**src/rtl/mem_req_adapter.sv**
```systemverilog
// mem_req_adapter: valid/ready request front end for one port of the masked simulation RAM.
// Issues reads only against free response-FIFO credits, tracks fixed RAM latency, buffers read data.
module mem_req_adapter #(
  parameter int WIDTH     = 16,
  parameter int LENGTH    = 32,
  parameter int DELAY     = 1,
  parameter int MASK      = 2,
  parameter int RSP_DEPTH = 4,
  localparam int AW       = $clog2(LENGTH)
) (
  input  logic             clk_i,
  input  logic             rst_i,
  input  logic             reqValid_i,
  output logic             reqReady_o,
  input  logic             reqWrite_i,
  input  logic [AW-1:0]    reqAddr_i,
  input  logic [MASK-1:0]  reqMask_i,
  input  logic [WIDTH-1:0] reqData_i,
  output logic             rspValid_o,
  input  logic             rspReady_i,
  output logic [WIDTH-1:0] rspData_o,
  output logic             memEn_o,
  output logic [MASK-1:0]  memWr_o,
  output logic [AW-1:0]    memAddr_o,
  output logic [WIDTH-1:0] memData_o,
  input  logic [WIDTH-1:0] memData_i,
  output logic             busy_o
);

  localparam int CW = $clog2(RSP_DEPTH + 1);
  localparam int PW = (RSP_DEPTH > 1) ? $clog2(RSP_DEPTH) : 1;

  logic [DELAY-1:0] rdPipe;
  logic [DELAY:0]   pipeExt;
  logic [CW-1:0]    inflight;
  logic [CW-1:0]    fifoCount;
  logic [CW:0]      pending;
  logic [PW-1:0]    wrPtr;
  logic [PW-1:0]    rdPtr;
  logic [WIDTH-1:0] fifoMem [RSP_DEPTH];
  logic             accept;
  logic             rdAccept;
  logic             push;
  logic             pop;

  function automatic logic [PW-1:0] nextPtr(input logic [PW-1:0] p);
    return (p == PW'(RSP_DEPTH - 1)) ? '0 : p + PW'(1);
  endfunction

  // Credits are counted from registered state only, so a pop frees its slot one cycle later.
  assign pending    = {1'b0, inflight} + {1'b0, fifoCount};
  assign reqReady_o = !rst_i && (pending < (CW+1)'(RSP_DEPTH));
  assign accept     = reqValid_i && reqReady_o;
  assign rdAccept   = accept && !reqWrite_i;

  assign memEn_o   = accept;
  assign memWr_o   = (accept && reqWrite_i) ? reqMask_i : '0;
  assign memAddr_o = reqAddr_i;
  assign memData_o = reqData_i;

  assign pipeExt    = {rdPipe, rdAccept};
  assign push       = rdPipe[DELAY-1];
  assign rspValid_o = (fifoCount != '0);
  assign pop        = rspValid_o && rspReady_i;
  assign rspData_o  = fifoMem[rdPtr];
  assign busy_o     = (pending != '0);

  always_ff @(posedge clk_i or posedge rst_i) begin
    if (rst_i) begin
      rdPipe    <= '0;
      inflight  <= '0;
      fifoCount <= '0;
      wrPtr     <= '0;
      rdPtr     <= '0;
    end else begin
      rdPipe <= pipeExt[DELAY-1:0];
      case ({rdAccept, push})
        2'b10:   inflight <= inflight + CW'(1);
        2'b01:   inflight <= inflight - CW'(1);
        default: inflight <= inflight;
      endcase
      case ({push, pop})
        2'b10:   fifoCount <= fifoCount + CW'(1);
        2'b01:   fifoCount <= fifoCount - CW'(1);
        default: fifoCount <= fifoCount;
      endcase
      if (push) wrPtr <= nextPtr(wrPtr);
      if (pop)  rdPtr <= nextPtr(rdPtr);
      assert (!(push && !pop && (fifoCount == CW'(RSP_DEPTH))));
    end
  end

  // Data storage needs no reset; validity lives entirely in fifoCount.
  always_ff @(posedge clk_i) begin
    if (push) fifoMem[wrPtr] <= memData_i;
  end

endmodule

```
**config.mk**
```make
export PLATFORM = sky130hd
export DESIGN_NAME = mem_req_adapter
export DESIGN_NICKNAME = d
export VERILOG_FILES = /design/src/rtl/mem_req_adapter.sv
export SDC_FILE = /design/constraint.sdc
export NUM_CORES = 1
export LEC_CHECK = 0
export ABC_AREA = 1
export BUFFER_PORTS_ARGS = -buffer_cell sky130_fd_sc_hd__buf_2
export CAP_MARGIN = 25
export CORE_AREA = 2 2 99 82
export CTS_BUF_LIST = sky130_fd_sc_hd__clkbuf_16
export DETAILED_ROUTE_END_ITERATION = 6
export DIE_AREA = 0 0 101 84
export MAX_ROUTING_LAYER = met4
export PLACE_DENSITY_LB_ADDON = 0.25
export SYNTH_ARGS = -nofsm -noshare
export SYNTH_HDL_FRONTEND = slang
export SYNTH_SLANG_ARGS = --single-unit
```
**constraint.sdc**
```tcl
create_clock -name clk_i -period 7.3 [get_ports clk_i]
set_clock_uncertainty 0.1 [all_clocks]
set_input_delay 1.095 -clock clk_i [delete_from_list [all_inputs] [get_ports clk_i]]
set_output_delay 1.095 -clock clk_i [all_outputs]
set_load 0.03 [all_outputs]
```
==> qor.yml <==
total_power_w: 0.00160
hold_ws_ns: 0.405
drv_cap: 0
drt_pre_antenna_iters: 4
clock_latency_ns: 0.32
clock.fmax_mhz: 307
die_w_um: 101
crit_end: "memWr_o[0]"
synth.net_count: 319
synth_seq_area_share_pct: 67.4
diodes: 0
antenna_left: 0
run_status: "finished, final reports clean"
grt-ovfl-total: 0
rows: 29
setup_violations: 0
nFillCells: 665
synth_fa_ha_area_share_pct: 5.68
yosys-top-cells-area: "edfxtp_1 59%, dfrtp_1 8.4%, buf_4 5.1%, o21ai_1 4.3%, nor2_1 4.3%"
dieArea_sq_um: 8480
crit_path_max_incr_delay_ns: 0.41
track_usage_pct: 14.6
grt_pass1_wl_um: 8940
cts_made_buffers: 9
yosys.area_share.simple_pct: 7.02
hold_viol: 0
synth_cell_types: 22
max-vdd-ir-drop_v: 0.000145
hold_buffers: 0
dp.cells: 370
muxShareOfSynthArea_pct: 0
cp.required_ns: 6.11
cts-root-buf: "clkbuf_16"
antenna_found_initial: 0
grt_max_degree: 36
rsz0062_at_grt: "no"
fin_crit_ns: 3.25
reg2regPathDepth: 13
cp_common_cell: "nor2_1"
worstPathCellList: "ha_1 -> fa_1 -> inv_1 -> a21oi_1 -> nor2_1 -> nand4_1 -> nor2_1 -> buf_2"
rrSetupSlack_ns: 4.67
ctsResizeCount: 0
cts_max_level: 3
syn_inst: 262
crit_buf_inv: 2
seqCellArea_sq_um: 2200
cts_setup_buffers: 0
cts_buffer_depth: 2
route.vias.total: 1855
critPathKind: "reg2out"
finalWeightedCongestion: 0.748
drive_gt1_share_pct: 21.5
cts_sinks: 75
ys_ff_latch: 75
crit_path_top_delay_cell: "dfrtp_1"
wl_per_cell_um: 14.6
die_h_um: 84
power_density_nw_per_um2: 432
period_share_pct: 44.6
start_util_pct: 42.8
yosys.area.top_type: "edfxtp_1"
min_path_cells: 1
worst-path-max-fanout: 3
pre_cts_ws_ns: 4.05
fin_cells: 386
drc_errors: 0
cts_tree: "done"
synth_top_family_by_area: "compound AO/OA/AOI/OAI gates"
postSynthAreaPerCell_sq_um: 12.4
ioPinCount: 87
cp.depth: 8
drt_wl_total_um: 5640
port_buffers: 44
clkTransAtPathRegs_ns: 0.05
fin_setup_tns_ns: 0
drt-initial-drc-count: 136
crit_path_end_kind: "output pin"
fin_nets: 345
hp-class: "reg2reg"
cp_top_family: "adder cells"
via_per_inst: 4.81
slew_viol_final: 0
reg2reg_to: "inflight[2]"
yosys_warnings: 0
synth_area_sq_um: 3260
worstSetupStartpoint: "inflight[0]"
leakagePower_nw: 1.46
maxSlewHeadroom_pct: 50.2
tightest_slew_ns: 0.747
core_area_sq_um: 7620
synth_xor_area_share_pct: 1.07
start_kind: "flop"
r2r-start: "inflight[0]"
synth-compound-area-share_pct: 9.82
yosys.area.top_type_share_pct: 58.9
grt_pass1_vias: 1811
multi_input_area_sq_um: 769
hpwl_um: 3420
area_growth_pct: 13.8
worst_slack_ns: 4.05
crit_arrival_ns: 2.06
[layout by cell type, fill, tap and decap left out, types with 3 or more instances in the layout]
cell type | netlist | layout
edfxtp_1 | 64 | 64
a21oi_1 | 4 | 4
nand2_1 | 12 | 12
xnor2_1 | 3 | 3
o22ai_1 | 16 | 16
o21ai_1 | 28 | 28
clkbuf_16 | 0 | 9
inv_1 | 21 | 23
o21ai_0 | 12 | 12
fa_1 | 3 | 3
nor2_1 | 37 | 37
dfrtp_1 | 11 | 11
nand3_1 | 3 | 3
inv_2 | 3 | 3
ha_1 | 10 | 10
buf_2 | 7 | 44
[final cells by class]
| class | instances | share of cell area [%] |
|---|---|---|
| flip-flops and latches | 75 | 59.2 |
| multi-input cells | 133 | 20.7 |
| repair buffers | 45 | 6.14 |
| clock buffers | 9 | 6.07 |
| well taps | 93 | 3.14 |
| inverters | 24 | 2.43 |
| clock inverters | 7 | 2.29 |
[cells by family (layout without fill, tap and decap cells)]
logic type,count (synthesis),count (layout)
XOR/XNOR,4,4
adder cells (fa/ha/maj),13,13
flip-flops,75,75
buffers and inverters,54,85
AND/OR/NAND/NOR,56,56
AO/OA/AOI/OAI,60,60
[sequential cells by signal, indices dropped and copies added (netlist names)]
register   cells
rdPtr          2
inflight       3
push           1
fifoMem       64
fifoCount      3
wrPtr          2
[worst register-to-register path, cell delays in order, from the launching register on]
cell	delay, ns
dfrtp_1	0.41
ha_1	0.24
fa_1	0.36
inv_1	0.07
nand2_1	0.05
nand3_1	0.11
nor3_2	0.06
nand3b_1	0.11
ha_1	0.15
inv_1	0.06
fa_1	0.37
a21oi_1	0.15
o21ai_0	0.13
xnor2_1	0.14
[metal layers]
| layer | GRT usage (%) | vias up | wire [um] |
|---|---|---|---|
| li1 | - | 945 | - |
| met1 | 16.8 | 867 | 2600 |
| met2 | 23.5 | 35 | 2770 |
| met3 | 5.95 | 8 | 226 |
| met4 | 4.42 | 0 | 50 |
| met5 | - | - | 0 |
[metrics by stage]
stage	cell area [sq um]	util, %
final	3710	48.7
after global routing	3710	48.7
after CTS	3710	48.7
after detailed placement	3400	44.6
after global placement	3400	44.6
after floorplan	3260	-
[worst min-delay path by stage]
stage / from / end / slack (ns)
floorplan: inflight[2] / inflight[2] / 0.35
global placement: inflight[2] / inflight[2] / 0.39
global route: inflight[2] / inflight[2] / 0.43
finish: inflight[2] / inflight[2] / 0.40
CTS: inflight[2] / inflight[2] / 0.40
detailed placement: inflight[2] / inflight[2] / 0.39
[Yosys cell counts]
cell,instances
nand2_1,12
o22ai_1,16
nand3b_1,1
nor2_1,37
xnor2_1,3
dfrtp_1,11
clkbuf_1,1
buf_2,7
and2_1,1
nor3_2,1
nand3_1,3
inv_1,21
ha_1,10
fa_1,3
buf_4,22
a21oi_1,4
edfxtp_1,64
o21ai_0,12
o21ai_1,28
xor2_1,1
nand4_1,1
inv_2,3
[power by group]
group	switching [W]	internal (W)	total (W)	leakage, nW
Combinational	0.000406	0.000183	0.000589	0.591
Clock	0.000155	0.000295	0.000450	0.158
Sequential	0.0000481	0.000515	0.000563	0.711
Note: power is estimated with default switching activity, not from simulation.
